<file path="src/rtl/audio_pkg.sv">
// audio_pkg: shared definitions for the audio tone path.
//   SINE_DEPTH / SINE_AW : sine table depth and address width
//   AUDIO_DW             : sample width (signed two's complement)
//   tone_state_t         : tone sequencer state (IDLE / RUN / DRAIN)
//   sine_entry(k)        : round(32767 * sin(2*pi*k/256)), evaluated at
//                          elaboration time to build the sine ROM
package audio_pkg;

  localparam int SINE_DEPTH = 256;
  localparam int SINE_AW    = 8;
  localparam int AUDIO_DW   = 16;

  // pi in Q30 fixed point (0xC90FDAA2)
  localparam longint PI_Q30 = 64'sd3373259426;

  typedef enum logic [1:0] {
    IDLE  = 2'd0,
    RUN   = 2'd1,
    DRAIN = 2'd2
  } tone_state_t;

  // First-quadrant magnitude for n = 0..64, i.e. round(32767*sin(n*pi/128)).
  // Integer Taylor series in Q30; the truncation error is far below the
  // rounding margin of every entry, so the table comes out exact.
  function automatic logic signed [AUDIO_DW-1:0] sine_quarter(input int n);
    longint x;
    longint term;
    longint acc;
    x    = (longint'(n) * PI_Q30) >>> 7;
    term = x;
    acc  = x;
    for (int i = 1; i <= 7; i++) begin
      term = (term * x) >>> 30;
      term = (term * x) >>> 30;
      term = term / longint'((2 * i) * (2 * i + 1));
      if ((i % 2) == 1) acc = acc - term;
      else              acc = acc + term;
    end
    return AUDIO_DW'((acc * 64'sd32767 + (64'sd1 <<< 29)) >>> 30);
  endfunction

  // Full-wave entry built from the quarter wave by symmetry.
  function automatic logic signed [AUDIO_DW-1:0] sine_entry(input int k);
    int idx;
    logic signed [AUDIO_DW-1:0] val;
    idx = k % 64;
    case ((k / 64) % 4)
      0:       val = sine_quarter(idx);
      1:       val = sine_quarter(64 - idx);
      2:       val = -sine_quarter(idx);
      default: val = -sine_quarter(64 - idx);
    endcase
    return val;
  endfunction

endpackage

</file>
<file path="src/rtl/sine_lut.sv">
// sine_lut: 256 x 16 signed sine ROM with a synchronous, one-cycle read.
//   clk   : clock
//   rst_n : synchronous active-low reset, clears the read register
//   addr  : table address
//   data  : registered table entry for the address of the previous cycle
module sine_lut
  import audio_pkg::*;
(
  input  logic                       clk,
  input  logic                       rst_n,
  input  logic [SINE_AW-1:0]         addr,
  output logic signed [AUDIO_DW-1:0] data
);

  logic signed [AUDIO_DW-1:0] rom [SINE_DEPTH];

  for (genvar gi = 0; gi < SINE_DEPTH; gi++) begin : g_rom
    localparam logic signed [AUDIO_DW-1:0] ENTRY = sine_entry(gi);
    assign rom[gi] = ENTRY;
  end

  always_ff @(posedge clk) begin
    if (!rst_n) data <= '0;
    else        data <= rom[addr];
  end

endmodule

</file>
<file path="src/rtl/audio_tone_ctrl.sv">
// audio_tone_ctrl: sine-tone sequencer feeding the I2S transmitter.
//   clk, rst_n   : clock, synchronous active-low reset
//   start, stop  : tone control pulses (start wins when both are high)
//   phase_inc    : phase step per sample, latched on start
//   duration     : tone length in samples (0 = continuous), latched on start
//   atten        : arithmetic right shift applied to each sample
//   sample_req   : one pulse per audio frame
//   sample_out   : attenuated sample, held between valids
//   sample_valid : one pulse per sample_req, three edges after it
//   busy         : tone playing or draining
//   done         : pulses with the last sample of a tone
// Tones always end on a phase wrap so the output stops at a zero crossing.
module audio_tone_ctrl
  import audio_pkg::*;
#(
  parameter int PHASE_W = 24,
  parameter int DATA_W  = 16
) (
  input  logic                     clk,
  input  logic                     rst_n,
  input  logic                     start,
  input  logic                     stop,
  input  logic [PHASE_W-1:0]       phase_inc,
  input  logic [15:0]              duration,
  input  logic [3:0]               atten,
  input  logic                     sample_req,
  output logic signed [DATA_W-1:0] sample_out,
  output logic                     sample_valid,
  output logic                     busy,
  output logic                     done
);

  tone_state_t        state_reg, state_next;
  logic [PHASE_W-1:0] phase_reg, phase_next;
  logic [PHASE_W-1:0] inc_reg, inc_next;
  logic [15:0]        dur_reg, dur_next;
  logic [15:0]        rem_reg, rem_next;

  // Values as seen this cycle once a coincident start has been applied, so
  // a sample_req in the start cycle already plays the new tone from phase 0.
  tone_state_t        eff_state;
  logic [PHASE_W-1:0] eff_phase, eff_inc;
  logic [15:0]        eff_dur, eff_rem;
  logic               stop_eff;

  logic               carry;
  logic [PHASE_W-1:0] phase_sum;
  logic [15:0]        rem_dec;
  logic               accept;
  logic               end_tone;
  logic [SINE_AW-1:0] req_addr;

  // sample pipeline
  logic                       v1_reg, v2_reg, valid_reg;
  logic                       done1_reg, done2_reg, done_reg;
  logic [SINE_AW-1:0]         addr1_reg;
  logic [3:0]                 atten1_reg, atten2_reg;
  logic signed [AUDIO_DW-1:0] lut_data;
  logic signed [DATA_W-1:0]   out_reg;

  always_ff @(posedge clk) begin
    if (!rst_n) begin
      state_reg <= IDLE;
      phase_reg <= '0;
      inc_reg   <= '0;
      dur_reg   <= '0;
      rem_reg   <= '0;
    end else begin
      state_reg <= state_next;
      phase_reg <= phase_next;
      inc_reg   <= inc_next;
      dur_reg   <= dur_next;
      rem_reg   <= rem_next;
    end
  end

  always_comb begin
    eff_state = start ? RUN : state_reg;
    eff_phase = start ? '0 : phase_reg;
    eff_inc   = start ? phase_inc : inc_reg;
    eff_dur   = start ? duration : dur_reg;
    eff_rem   = start ? duration : rem_reg;
    stop_eff  = stop & ~start;

    {carry, phase_sum} = {1'b0, eff_phase} + {1'b0, eff_inc};
    rem_dec  = (eff_rem == 16'd0) ? 16'd0 : eff_rem - 16'd1;
    accept   = sample_req && (eff_state != IDLE);
    // A zero step never wraps, so a draining tone with phase_inc 0 would
    // otherwise never finish; it ends on its next sample instead.
    end_tone = accept &&
               ((carry && ((eff_state == DRAIN) || stop_eff ||
                           ((eff_rem == 16'd1) && (eff_dur != 16'd0)))) ||
                ((eff_state == DRAIN) && (eff_inc == '0)));
    req_addr = eff_phase[PHASE_W-1 -: SINE_AW];

    state_next = eff_state;
    phase_next = eff_phase;
    inc_next   = eff_inc;
    dur_next   = eff_dur;
    rem_next   = eff_rem;

    if (end_tone) begin
      state_next = IDLE;
      phase_next = '0;
      rem_next   = rem_dec;
    end else if (accept) begin
      phase_next = phase_sum;
      rem_next   = rem_dec;
      if (stop_eff || ((eff_dur != 16'd0) && (rem_dec == 16'd0)))
        state_next = DRAIN;
    end else if ((eff_state == RUN) && stop_eff) begin
      state_next = DRAIN;
    end
  end

  // In IDLE the phase is held at 0, so idle requests read entry 0 (= 0).
  always_ff @(posedge clk) begin
    if (!rst_n) begin
      v1_reg     <= 1'b0;
      done1_reg  <= 1'b0;
      addr1_reg  <= '0;
      atten1_reg <= '0;
      v2_reg     <= 1'b0;
      done2_reg  <= 1'b0;
      atten2_reg <= '0;
      valid_reg  <= 1'b0;
      done_reg   <= 1'b0;
      out_reg    <= '0;
    end else begin
      v1_reg     <= sample_req;
      done1_reg  <= end_tone;
      if (sample_req) begin
        addr1_reg  <= req_addr;
        atten1_reg <= atten;
      end
      v2_reg     <= v1_reg;
      done2_reg  <= done1_reg;
      atten2_reg <= atten1_reg;
      valid_reg  <= v2_reg;
      done_reg   <= done2_reg;
      if (v2_reg) out_reg <= lut_data >>> atten2_reg;
    end
  end

  sine_lut u_sine_lut (
    .clk   (clk),
    .rst_n (rst_n),
    .addr  (addr1_reg),
    .data  (lut_data)
  );

  assign sample_out   = out_reg;
  assign sample_valid = valid_reg;
  assign done         = done_reg;
  assign busy         = (state_reg != IDLE);

endmodule

</file>
<file path="config.mk">
export PLATFORM = sky130hd
export DESIGN_NAME = audio_tone_ctrl
export DESIGN_NICKNAME = d
export VERILOG_FILES = /design/src/rtl/audio_pkg.sv /design/src/rtl/sine_lut.sv /design/src/rtl/audio_tone_ctrl.sv
export SDC_FILE = /design/constraint.sdc
export NUM_CORES = 1
export LEC_CHECK = 0
export ABC_AREA = 1
export CAP_MARGIN = 10
export CORE_MARGIN = 2
export CORE_UTILIZATION = 40
export DETAILED_ROUTE_END_ITERATION = 8
export PLACE_DENSITY_LB_ADDON = 0.08
export SLEW_MARGIN = 20
export SYNTH_ARGS = -nofsm -noshare
export SYNTH_HDL_FRONTEND = slang
export SYNTH_HIERARCHICAL = 1
export SYNTH_SLANG_ARGS = --single-unit
</file>
<file path="constraint.sdc">
create_clock -name clk -period 7.6 [get_ports clk]
set_input_delay 1.14 -clock clk [delete_from_list [all_inputs] [get_ports clk]]
set_output_delay 1.14 -clock clk [all_outputs]
set_load 0.01 [all_outputs]
</file>
Word-level counts from Yosys, hierarchy flattened
Memories as Yosys holds them, arrays and structs flattened. A register that Yosys moved wholly into a read port is not among the register bits.
Index checks and enable logic that the tools add are counted.
{"block": "op_classes", "muxes": 12, "addsub": 2, "n_bitwise": 4, "n_reduce_logical": 19, "n_eq_ne": 3, "shifts": 1}
{"op": "2-to-1 mux 16 bit", "count": 5}
{"op": "2-to-1 mux 24 bit", "count": 3}
{"op": "logical NOT 16 bit", "count": 2}
{"op": "adder 24 x 24 -> 25 bit", "count": 1}
{"op": "logical NOT 24 bit", "count": 1}
{"op": "== test 16 x 1 -> 1 bit (second input constant)", "count": 1}
{"op": "nonzero test 16 bit", "count": 1}
{"op": ">>> shifter 16 x 4 -> 16 bit", "count": 1}
{"op": "subtractor 16 x 1 -> 16 bit (second input constant)", "count": 1}
{"op": "inverter 8 -> 9 bit", "count": 1}
{"op": "2-to-1 mux 2 bit", "count": 4}
{"op": "logical AND 1 bit", "count": 7}
{"op": "logical OR 1 bit", "count": 4}
{"op": "nonzero test 2 bit", "count": 2}
{"op": "== test 2 x 1 -> 1 bit (second input constant)", "count": 1}
{"op": "== test 2 bit (second input constant)", "count": 1}
{"op": "inverter 1 bit", "count": 2}
{"op": "OR reduction 2 bit", "count": 1}
{"op": "bitwise AND 1 bit", "count": 1}
{"op": "logical NOT 1 bit", "count": 1}
{"block": "totals", "mem_bits_ro": 4096, "in_bits": 49, "mem_count": 1, "reg_bits": 120}
{"memory": "(name not given)", "words": 256, "width": 16, "rd": 1, "rd_clocked_by_memory_dff": 1, "write_ports": 0, "line": "sine_lut.sv:24", "text": "else data <= rom[addr];"}

Logic depth before layout (Yosys ltp)
Gate-level depths: netlist of run 1.
{"block": "depth", "word_depth": 8, "ltp_mapped": 24, "ltp_nobuf": 21}

Modules after synthesis
Netlist of run 1, hierarchy kept.
{"mod": "audio_tone_ctrl", "instances": 1, "cells_per_inst": 1113, "seq_area_each_um2": 2402.3, "area_per_inst_um2": 7221.9}
{"mod": "sine_lut", "instances": 1, "cells_per_inst": 876, "seq_area_each_um2": 320.3, "area_per_inst_um2": 4342.9}

Worst setup path before layout of run 1
No wires, ideal clock.
{"block": "synth_path", "path_kind": "input port to flip-flop", "startpoint": "in start", "endpoint": "reg phase_reg[10]", "setup_ns": 0.070, "required_time_ns": 7.530, "stages": 22, "arrival_ns": 3.907, "path_slack_ns": 3.623, "path_cell_list": "buf_6 buf_6 buf_6 buf_2 clkbuf_1 nor2_1 ha_1 fa_1 nand3_1 o211ai_1 a21oi_1 inv_1 nand3_1 nand2_1 nand3_1 nand2_1 nand2_1 nand2_1 nand2_2 nand2_4 buf_4 a21oi_1"}
{"block": "synth_via", "elab_chain_cells": 8, "elab_cells_between_ends": 23, "cone_classes": "add/sub (1); eq/ne (2); mux (6); bitwise (2); reduce/logical (12)"}
{"item": "start: declaration", "line": "audio_tone_ctrl.sv:21", "text": "input logic start,"}
{"item": "branches (longest 8 deep; another with adder 24 x 24 -> 25 bit)"}
{"item": "end signal: assignment", "line": "audio_tone_ctrl.sv:70", "text": "phase_reg <= phase_next;"}
{"item": "end: declaration", "line": "audio_tone_ctrl.sv:34", "text": "logic [PHASE_W-1:0] phase_reg, phase_next;"}
Parallel ways; which one is timed is not known.
A chain may end at the register's enable or synchronous reset.

Final worst setup path of run 1
{"block": "layout_path", "startpoint": "in start", "endpoint": "reg phase_reg[6]"}
{"block": "layout_via", "elab_cells_between_ends": 23, "cone_classes": "add/sub (1); eq/ne (2); mux (6); bitwise (2); reduce/logical (12)"}
{"item": "2-to-1 mux 24 bit *", "line": "audio_tone_ctrl.sv:80", "text": "eff_inc = start ? phase_inc : inc_reg;"}
{"item": "net eff_inc[0]", "line": "audio_tone_ctrl.sv:42", "text": "logic [PHASE_W-1:0] eff_phase, eff_inc;"}
{"item": "adder 24 x 24 -> 25 bit or logical NOT 24 bit (tied branches)", "line": "audio_tone_ctrl.sv:85, audio_tone_ctrl.sv:93"}
{"item": "logical AND 1 bit, on equally long branches", "line": "audio_tone_ctrl.sv:91, audio_tone_ctrl.sv:93"}
{"item": "logical OR 1 bit", "line": "audio_tone_ctrl.sv:92", "text": "((eff_rem == 16'd1) && (eff_dur != 16'd0)))) ||"}
{"item": "logical AND 1 bit", "line": "audio_tone_ctrl.sv:90", "text": "end_tone = accept &&"}
{"item": "OR reduction 2 bit (no source line)"}
The timed path passes the listed nets; every way through them passes the cells marked *.

==> run summary, run 1 <==
The run finished with clean final reports. The number of vias after detailed routing came out at 13800. The cell leakage power is 6.19 nW.

Clock tree synthesis selected as its root buffer the cell sky130_fd_sc_hd__clkbuf_16. Setup repair after global routing left no endpoint under its margin. The total iterations of the first detailed-routing run is 6. The detail-routed via count per cell came out at 5.76. The max-slew headroom at the worst pin came out at ~41%. The maximum vdd ir drop is 0.000161 V. The congestion estimate from routability-driven global placement came to between 1 and 1.5.

The area of the core is 0.0285 mm2. The total count of max-transition violations in the final report came out at 0. The area of the mapped netlist came out at 0.0116 mm2. The smallest clock period supported by the final layout is computed as 3930 ps. The number of distinct library cell variants in the gate-level netlist after synthesis came out at 54. Relative to the synthesized area, the layout overhead comes to 11.5%. The maximum frequency from static timing analysis came out at roughly 0.25 GHz. TritonCTS built the clock tree. Data arrives at the worst endpoint at 4310 ps. For this run, the leading register cell type out of synthesis is sky130_fd_sc_hd__dfxtp_1. The worst setup path is launched from a primary input.

The type of the worst min-delay path is reg -> reg. The endpoint class of the critical path is a flip-flop. The library cell used most frequently in the layout, excluding fill and tap cells, is sky130_fd_sc_hd__nand2_1. The required time of the critical path came out at 7980 ps. The starting density of the core came out at between 40% and 50%.

The wire length of the first global-routing pass came out at approximately 76000 um. The number of nets produced by synthesis is just over 2000. The number of enable-type register cells in the synthesized netlist came out at 0. The average detailed-routed wire length per instance is 20.9 um. The part of the power in the clock network came out at between 30% and 40%. The worst slack on hold paths is about 420 ps. For this design the ratio of total power to cell area is 182 mW/mm2. The largest net degree at the start of global routing came out at 67. Of all cell types, the one taking the most synthesized area is sky130_fd_sc_hd__dfxtp_1. For this run, the slowest stage of the critical path takes roughly 420 ps. Of the total power, the share spent switching nets is 39.2%. The share of the synthesized area in the top cell type came out at a little under a quarter.

The worst register-to-register path ends at u_sine_lut/data[5]. The post-route netlist has 6.32% of its cells at a drive strength greater than 1. In the final design database the tool counted 2085 nets. The fraction of the cycle the final worst path needs came out at 51.7%. In this run the horizontal extent of the chip is 174 um. Sequential cells account for between 30% and 40% of the total power. The post-CTS clock slew at the launch and capture registers of the worst setup and hold paths came out at about 70 ps. The number of I/O pins came out at 68. The sequential cell area fraction in the yosys report came out at 23.5%.

The number of global-route vias before repair came out at 13000. The final hold violation count is 0. The final antenna diode count is 0. The top cell types in the final layout, fill and taps aside, are sky130_fd_sc_hd__nand2_1 (598), sky130_fd_sc_hd__nor2_1 (206), sky130_fd_sc_hd__nand3_1 (197), sky130_fd_sc_hd__inv_1 (175), sky130_fd_sc_hd__a21oi_1 (152). The final core utilization is 45.2%.

Yosys printed 6 warnings. The total number of H-tree levels is 4. The worst-path maximum fanout came out at 64. The internal portion of total power is 1.42 mW. The total clock buffers created by CTS came out at 17. Summing internal, switching and leakage power gives 2.34 mW.

The number of hold buffers added after cts is 0. The half-perimeter wire length after detailed placement is 35700 um. The mean instance size in the synthesized netlist is 5.81 um2. Summed over all layers, the routed wires come to 50000 um.

The chip height came out at 174 um. The startpoint identified for the worst register-to-register timing path is addr1_reg[3]. For this design, the sink count on the clock tree is 136.

The number of buffers added on ports is 67. The number of gates given a new drive strength after cts is 0. Setup violations remaining at the end of the flow were counted as 0.

Traced cell by cell, the critical path runs through buf_2 > inv_4 > or2_1 > o21ai_1 > inv_1 > ha_1 > fa_1 > nand3_1 > o211ai_1 > a21oi_1 > inv_1 > nand3_1 > nand2_1 > nand3_1 > nand2_1 > nand2_1 > nand2_1 > nand2_2 > nand2_4 > a21oi_1. The count of max-cap constraint violations came out at 0. The number of antenna violations at the first check in global routing is 0. Counting flops with an async set or reset pin after synthesis yields a share of 0%.

The number of antenna-violating nets in the routed design is 0. After the first detailed-routing iteration, the DRC count stood at 1811. The remaining routing DRC violations came out at 0.

Measured in cells, the most critical reg-to-reg path has a length of 12. Per report_power, the combinational group accounts for 30.4% of the total. The register bit count reported by yosys is about 140. The capturing instance or port of the critical path is phase_reg[6]. The accumulated negative setup slack came out at 0 ps. In this run the post-CTS setup repair buffer count came out at 0. For the worst-skew pair, the clock arrives at the later sink with an insertion delay of 450 ps.

The worst-margin pin slew is roughly 890 ps. In this run the power spent charging and discharging nets is 0.918 mW. The critical path starts at start. The worst register-to-register path has a setup slack of 4340 ps. The number of rows in the core area is 62. Global routing consumed, over all layers together, 32.4% of the routing resources. The critical path is of the in -> reg type. The cell count after synthesis came out at about 2000. Between clock sinks in the finished design, the worst skew comes to about 17 ps.

The standard cell area after detailed placement is roughly 0.012 mm2. Ranked by total cell area, the synthesized netlist is headed by sky130_fd_sc_hd__dfxtp_1 (24%), sky130_fd_sc_hd__nand2_1 (19%), sky130_fd_sc_hd__nand3_1 (8.5%). The global-route congestion overflow total is 0. The cell area after layout is between 0.01 and 0.015 mm2. The die covers 0.0303 mm2. The cell that appears most often on the critical path is sky130_fd_sc_hd__nand2_1.

The maximum count of clock buffers along a single path came out at 2. Among all stages on the critical path, the largest delay is contributed by sky130_fd_sc_hd__fa_1.
## area by class of cell
type,instances,area [um2]
multi-input cells,1569,7600
inverters,190,718
clock buffers,17,425
clock inverters,15,171
flip-flops and latches,136,2720
repair buffers,82,773
well taps,384,480
fillers,3218,15700
## worst min-delay path by stage
stage / start / endpoint / slack [ps] / cells after the start
final: done2_reg / done / 420 / 2
after global routing: atten1_reg[3] / atten2_reg[3] / 440 / 2
after CTS: done2_reg / done / 430 / 2
after detailed placement: done2_reg / done / 410 / 2
after global placement: v1_reg / v2_reg / 400 / 2
after floorplan: done2_reg / done / 390 / 2
## layer usage
layer,share of wire (%),GRT usage [%]
met1,41,40.4
met2,44,51.2
met3,9.2,6.67
met4,6.4,20.6
met5,0,0
## worst max-delay path, delay by kind of cell
family,cells,cell delay (ps)
adders and majority gates,2,690
AOI/OAI and AO/OA,4,770
buffers and inverters,4,510
and+or+nand+nor,10,1160
## synth_stat cells (4+ instances only)
cell,instances
sky130_fd_sc_hd__inv_1,175
sky130_fd_sc_hd__buf_4,8
sky130_fd_sc_hd__o21a_1,6
sky130_fd_sc_hd__nand2_4,4
sky130_fd_sc_hd__o221ai_1,4
sky130_fd_sc_hd__dfxtp_1,136
sky130_fd_sc_hd__nor2_1,206
sky130_fd_sc_hd__o21ai_1,26
sky130_fd_sc_hd__or2_1,16
sky130_fd_sc_hd__nand2_1,598
sky130_fd_sc_hd__o21ai_0,144
sky130_fd_sc_hd__nand4_1,27
sky130_fd_sc_hd__buf_2,29
sky130_fd_sc_hd__o22ai_1,6
sky130_fd_sc_hd__buf_1,4
sky130_fd_sc_hd__or2_2,9
sky130_fd_sc_hd__clkbuf_1,38
sky130_fd_sc_hd__o21bai_1,7
sky130_fd_sc_hd__ha_1,39
sky130_fd_sc_hd__a21oi_1,152
sky130_fd_sc_hd__a31oi_1,10
sky130_fd_sc_hd__nor3_1,11
sky130_fd_sc_hd__inv_2,11
sky130_fd_sc_hd__buf_6,15
sky130_fd_sc_hd__nand3b_1,5
sky130_fd_sc_hd__nand2_2,22
sky130_fd_sc_hd__xnor2_1,4
sky130_fd_sc_hd__nor2_4,4
sky130_fd_sc_hd__mux2i_1,5
sky130_fd_sc_hd__nor2_2,17
sky130_fd_sc_hd__xor2_1,4
sky130_fd_sc_hd__o211ai_1,12
sky130_fd_sc_hd__nand3_1,197
## power by group through the flow
| stage | combinational [mW] | clock, mW | sequential, mW |
|---|---|---|---|
| 4_1_cts | 0.689 | 0.859 | 0.788 |
| 6_report | 0.712 | 0.841 | 0.788 |
| 3_3_place_gp | 0.692 | 0 | 0.803 |
| 2_1_floorplan | 0.471 | 0 | 0.795 |
| 5_1_grt | 0.773 | 0.889 | 0.793 |
| 3_5_place_dp | 0.684 | 0 | 0.804 |
## through the flow
step	setup WS, ps	std cells
after global routing	3400	2393
after CTS	3720	2393
after floorplan	3620	1989
final	3670	2393
after global placement	3340	2361
after detailed placement	3250	2361
## cell families (layout without fill, tap and decap cells)
logic type | count (synthesis) | in the layout | synth area share, %
XOR/XNOR | 8 | 8 | 0.606
buffers and inverters | 284 | 304 | 10.8
adder cells (fa/ha/maj) | 40 | 40 | 4.39
AO/OA/AOI/OAI | 394 | 394 | 18.8
flip-flops | 136 | 136 | 23.5
multiplexers | 5 | 5 | 0.433
AND/OR/NAND/NOR | 1122 | 1122 | 41.4
No activity file was read; power rests on OpenSTA's default activity.
==> inputs of run 2 (changes only) <==
clock period = 3.9 ns   (was 7.6 ns; I/O delays follow)
==> run 2 against run 1 <==
Design area up 1.1%. Clock power rose by 97%. Critical path depth shrank 1. Clock skew down 6.9 ps. Routed wire length up 0.68%. Flip-flop and latch count did not move. Combinational power is 97% higher. Via count is 0.40% lower. First-iteration DRC count decreased by 12%. Setup slack got worse by 3100 ps. Non-clock buffer count grew 13. Largest power group unchanged.
==> run summary, run 2 (synthesized netlist as in run 1, its figures left out) <==
The flow ran to the end, and the final reports show no timing, DRC or antenna violations. The tree built by TritonCTS fans out to 136 sinks. The power density over cell area is 353 mW/mm2. The maximum vdd ir drop came out at approximately 0.00030 V. The area of the core is between 0.02 and 0.03 mm2. The global-route congestion overflow total is 0. The number of setup violations in the final report is 0. Adding up every negative setup slack in the final design gives 0 ps. Based on the critical path, the design can be clocked at up to 0.302 GHz. After routing the design area is about 0.013 mm2.

On the final layout, the worst hold slack is 413 ps. The wire length of the first global-routing pass is 75900 um. The final hold violation count is 0. The final layout contains 2098 nets. The worst-path maximum fanout came out at 26.

Dividing the detail-routed wire length by the instance count gives 20.9 um. In this run the clock root is driven by a sky130_fd_sc_hd__clkbuf_16. The die footprint came out at 0.0303 mm2. The detail-routed via count per cell is around 5.7.

In the layout the commonest cells are sky130_fd_sc_hd__nand2_1 (598), sky130_fd_sc_hd__nor2_1 (206), sky130_fd_sc_hd__nand3_1 (197), sky130_fd_sc_hd__inv_1 (175), sky130_fd_sc_hd__a21oi_1 (152). The number of vias after detailed routing came out at about 14000. Counting the buffers created by CTS gives 17. The floorplan has 62 rows. The overall power consumption is 4.59 mW. The number of hold buffers added after cts came out at 0.

At the worst endpoint, the required time is 4270 ps. The number of antenna violations at the first check in global routing is 0. The first routing iteration left roughly 1600 violations.

TritonCTS built the clock tree. The chip height came out at 174 um. The worst setup path is captured at a flip-flop.

No sink is reached through more buffers than the 2 on the longest clock path. The routability-driven placement congestion ratio is 1.03. In this run the static leakage power is 6.26 nW.

The number of gates given a new drive strength after cts came out at 0. The total global routing track utilization is 32.8%. The fraction of layout instances using a drive strength above 1 is 6.92%. The standard cell area after detailed placement is 0.0124 mm2. The library cell used most frequently in the layout, excluding fill and tap cells, is sky130_fd_sc_hd__nand2_1.

The final core utilization is between 40% and 50%. The number of I/O pins is 68. The final antenna diode count is 0.

The startpoint type of the worst setup path is a primary input. The number of global-route vias before repair came out at 13000. The floorplan step set the die width to 174 um. The post-layout minimum cycle time is 3310 ps.

After detailed routing, the number of remaining DRC violations is 0. The total detailed-routing wirelength came out at between 50000 and 60000 um. The max-slew headroom at the worst pin is between 40% and 50%. The total number of H-tree levels is 4. The class of the most critical setup path is in -> reg. The starting density of the core came out at 40.5%.

The post-CTS setup-driven buffer insertion count came out at 0. The wire-length estimate of the detail-placed layout is 37500 um. Once detail routing completed, the nets flagged for antenna violations numbered 0. The largest net degree at the start of global routing came out at 78.

The count of max-cap constraint violations is 0. The total count of max-transition violations in the final report is 0. STA puts the critical path data arrival time at 3680 ps. Setup repair after global routing left no endpoint under its margin. The growth of design area from synthesis to finish is 12.7%.

The worst-margin pin slew is 861 ps. The clock reaches the later pin of the worst-skew pair after around 450 ps. The pre-antenna-repair detailed-routing pass consisted of 9 iterations. The number of buffers added on ports came out at 67. The clock skew after layout came out at about 9.7 ps. The fraction of the cycle the final worst path needs is 84.9%.

The post-CTS clock slew at the launch and capture registers of the worst setup and hold paths is 60 ps. The worst hold path belongs to the class reg -> reg.
-- run 2: changes by cell type in the layout (fill, tap and decap cells not counted), sizes merged --
cell      delta
clkinvlp     +2
clkinv       +1
clkbuf       +1
bufinv       +2
buf         +13
inv          -6
-- run 2: power by group --
group	switching [mW]	internal (mW)
registers	0.0544	1.49
clock network	0.684	0.971
logic	0.967	0.430
-- run 2: metrics by stage --
stage	instances	setup WS, ps
global route	2406	355
CTS	2406	643
floorplan	1989	478
detailed placement	2374	194
finish	2406	588
global placement	2374	254
-- run 2: final timing paths --
kind / from / endpoint / slack, ps / depth (start not counted)
worst max-delay path: phase_inc[0] / phase_reg[22] / 590 / 19
worst min-delay path: v1_reg / v2_reg / 410 / 2
worst max register to register: addr1_reg[1] / u_sine_lut/data[10] / 970 / 12
worst min register to register: v1_reg / v2_reg / 410 / 2
-- run 2: cell type report --
| type | instances | area [um2] |
|---|---|---|
| Inverter | 190 | 718 |
| Fill cell | 3176 | 15500 |
| Multi-Input combinational cell | 1569 | 7600 |
| Sequential cell | 136 | 2720 |
| Tap cell | 384 | 480 |
| Clock buffer | 18 | 439 |
| Timing Repair Buffer | 95 | 908 |
| Clock inverter | 14 | 161 |
-- run 2: metal layers --
layer  global-route usage (%)  share of wire (%)  routed length (um)
met5                        0                  0                   0
met4                     19.3                6.3                3160
met3                     6.65                8.1                4070
met2                     52.1                 44               22100
met1                     41.2                 42               20900
-- run 2: worst max-delay path: stages --
cell	delay, ps
sky130_fd_sc_hd__clkdlybuf4s50_1	390
sky130_fd_sc_hd__or2_1	230
sky130_fd_sc_hd__o21ai_1	130
sky130_fd_sc_hd__inv_1	70
sky130_fd_sc_hd__ha_1	270
sky130_fd_sc_hd__fa_1	420
sky130_fd_sc_hd__nand3_1	90
sky130_fd_sc_hd__o211ai_1	200
sky130_fd_sc_hd__a21oi_1	270
sky130_fd_sc_hd__inv_1	120
sky130_fd_sc_hd__nand3_1	100
sky130_fd_sc_hd__nand2_1	80
sky130_fd_sc_hd__nand3_1	70
sky130_fd_sc_hd__nand2_1	50
sky130_fd_sc_hd__nand2_1	60
sky130_fd_sc_hd__nand2_1	60
sky130_fd_sc_hd__nand2_2	90
sky130_fd_sc_hd__nand2_4	200
sky130_fd_sc_hd__a21oi_1	200
==> inputs of run 3 (changes only) <==
clock period = 2.65 ns   (was 3.9 ns; I/O delays follow)
==> run 3 against run 2 <==
The flow now finishes with violations (negative setup slack). Die area is the same. Clock skew grew 2.2 ps. Non-clock buffer count grew 201. Combinational power grew 78%. Global-route usage grew 2.0 points. Register-to-register slack lost 900 ps. Setup slack lost 590 ps. Cell count grew 8.5%. Total power grew 57%. Clock-buffer cell count is the same. Design area grew 14%. Largest cell class unchanged. Highest routed layer is now met5.
==> run summary, run 3 (synthesized netlist as in run 1, its figures left out) <==
Row generation in the floorplan step produced just over 60 rows. In this run the critical register-to-register path is captured at u_sine_lut/data[8]. The logic depth of the worst register-to-register path is 12. The routability-driven placement congestion ratio came out at 1.08. The maximum count of clock buffers along a single path came out at 2. The clock network burns between 30% and 40% of the power. The instance count after placement with tap cells included is roughly 2600. The cell leakage power is about 7.3 nW. The internal portion of the total power is 4.62 mW. The number of antenna-violating nets in the routed design is 0. The finished cells cover roughly 0.015 mm2. Summed over all layers, the routed wires come to approximately 54000 um. The checks that failed: negative setup slack. The total area inside the core boundary comes to 0.0285 mm2. Per report_power, the combinational group accounts for 34.4% of the total.

The count of max-cap constraint violations came out at 0. The maximum vdd ir drop came out at 0.000495 V. The worst setup slack after placement came out at -541 ps. The first global-routing pass estimated 80600 um of wire. The chip height is 174 um. Cells with a size suffix above 1 make up 17.4% of the layout. In the routed layout, each cell is associated on average with a via count of between 5 and 6. The number of I/O pins came out at 68. The number of sinks handled by clock tree synthesis came out at 136.

The number of buffers added on ports is 67. The post-layout minimum cycle time came out at 2650 ps. The source of the worst register-to-register timing path is addr1_reg[2]. The length of routed wiring on met1 came out at 21300 um. The maximum frequency from static timing analysis came out at 0.377 GHz.

The worst setup slack after layout came out at -1.66 ps. In this run, flip-flops and latches consume between 30% and 40% of the power. The total count of max-transition violations in the final report came out at 0. The met2 layer wire length in the routed design is 24500 um. The number of global-route vias before repair was between 10000 and 15000.

The clock tree from TritonCTS is built. The total number of H-tree levels came out at 4. The final hold violation count is 0. The total global routing track utilization is 34.8%. The share of total power consumed by net switching is 36.1%. STA puts the critical path data required time at 3010 ps.

The data arrival at the endpoint of the critical path came out at between 3000 and 4000 ps. The highest signal layer in the routed design is met5. Overall power consumption after layout is estimated at 7.23 mW. The type of the worst min-delay path is reg -> reg. The number of clock buffers added by TritonCTS is 17.

The largest single stage delay on the critical path is 400 ps. The worst hold path was traced through 2 stages. Entering global routing, the biggest net connects 39 pins. The post-CTS clock slew at the launch and capture registers of the worst setup and hold paths came out at 60 ps.

Fill cells in the final layout number 3032. The power density over cell area is 486 mW/mm2. The root buffer cell chosen for the clock tree is sky130_fd_sc_hd__clkbuf_16.

Setup repair after global routing could not meet its margin everywhere. The number of hold buffers added after cts is 0. The top cell types in the final layout, fill and taps aside, are sky130_fd_sc_hd__nand2_1 (596), sky130_fd_sc_hd__buf_4 (221), sky130_fd_sc_hd__nor2_1 (202), sky130_fd_sc_hd__nand3_1 (192), sky130_fd_sc_hd__inv_1 (174).

The register-to-register path setup slack is 70 ps. For this design, the slowest cell found on the critical path is sky130_fd_sc_hd__clkdlybuf4s50_1. The most common cell after layout, fill and taps aside is sky130_fd_sc_hd__nand2_1.

The run finished, with violations left. The die extent in x came out at 174 um. The insertion delay of the later-clocked pin in the worst-skew pair came out at 430 ps. The die covers 0.0303 mm2. The detailed router finished its first iteration with 1900 violations. The footprint of the flip-flops and latches came out at 0.00272 mm2. The non-filler instance count after layout came out at 2610. The total iterations of the first detailed-routing run came out at 7. The worst-margin pin slew came out at 750 ps.

The number of setup violations in the final report is 1. Along the worst path, the maximum fanout reaches 7. The total length of routed met3 wires came out at 4800 um. The final antenna diode count came out at 0. The clock skew after layout is 11.8 ps. STA classifies the critical path startpoint as a primary input.

The max-slew headroom at the worst pin came out at approximately 50%. The growth of design area from synthesis to finish is 28.8%. The net switching power is 2.61 mW. The standard cell area after detailed placement came out at 0.0140 mm2. Traced cell by cell, the critical path runs through clkdlybuf4s50_1 > or2_1 > o21ai_2 > inv_1 > ha_1 > a21oi_1 > o21ai_1 > a21oi_2 > inv_1 > nand3_2 > nand2_2 > nand3_2 > nand2_1 > nand2_1 > nand2_2 > nand2_8 > nand2_8 > a21oi_1. The capturing instance or port of the critical path is phase_reg[22]. The number of vias after detailed routing came out at about 15000.

The remaining routing DRC violations came out at 0. The final layout contains around 2300 nets. The footprint of the multi-input gates is 0.00786 mm2. After detailed routing, the average wire length per cell comes to 20.7 um. The wire-length estimate of the detail-placed layout is 40800 um. The endpoint class of the critical path is a flip-flop. The number of antenna violations at the first check in global routing is 1. The starting density of the core came out at between 40% and 50%. The fraction of the cycle the final worst path needs came out at 100%. In this run the worst setup path begins at phase_inc[7]. The global-route congestion overflow total is 0. The class of the most critical setup path is in -> reg.

After routing, the total negative slack on setup checks comes to -1.66 ps.
==> run 3: worst min-delay path by stage <==
stage,startpoint,end,slack (ps)
6_report,done2_reg,done,420
5_1_grt,v1_reg,v2_reg,440
4_1_cts,done2_reg,done,420
3_5_place_dp,done2_reg,done,410
3_3_place_gp,v1_reg,v2_reg,390
2_1_floorplan,done2_reg,done,390
==> run 3: cell type report <==
type | instances | share of cell area [%]
repair buffers | 296 | 16.7
clock inverters | 14 | 1.26
clock buffers | 18 | 2.88
inverters | 190 | 4.86
multi-input cells | 1572 | 52.8
well taps | 384 | 3.23
flip-flops and latches | 136 | 18.3
==> run 3: per-layer routing <==
metal | global-route usage, % | vias to the layer above
li1 | - | 6987
met3 | 7.55 | 216
met4 | 20.4 | 2
met2 | 56.8 | 811
met5 | 0 | -
met1 | 42.2 | 6650
==> run 3: worst max-delay path, delay by kind of cell <==
| kind | cells | cell delay (ps) |
|---|---|---|
| compound gates | 5 | 740 |
| simple gates | 9 | 970 |
| fa+ha+maj | 1 | 330 |
| buf+inv | 3 | 580 |
==> run 3: what timing repair did <==
| item | in CTS | in global routing |
|---|---|---|
| hold endpoints to repair | 0 | 0 |
| setup endpoints to repair | 26 | 35 |
| gates cloned | 0 | 3 |
| pin swaps | 0 | 9 |
| gates resized for setup | 4 | 51 |
| buffers inserted | 0 | 2 |
==> run 3: power groups by stage <==
stage	Clock (mW)	Combinational [mW]	Sequential, mW
finish	2.48	2.49	2.26
global route	2.62	2.69	2.27
CTS	2.52	2.36	2.26
detailed placement	0	2.35	2.30
global placement	0	2.36	2.30
floorplan	0	1.36	2.28
==> run 3: per-stage QoR <==
stage | hold WS, ps | util, %
after global placement | 394 | 49.1
after floorplan | 390 | -
after detailed placement | 406 | 49.1
final | 416 | 52.2
after CTS | 420 | 51.3
after global routing | 436 | 52.2
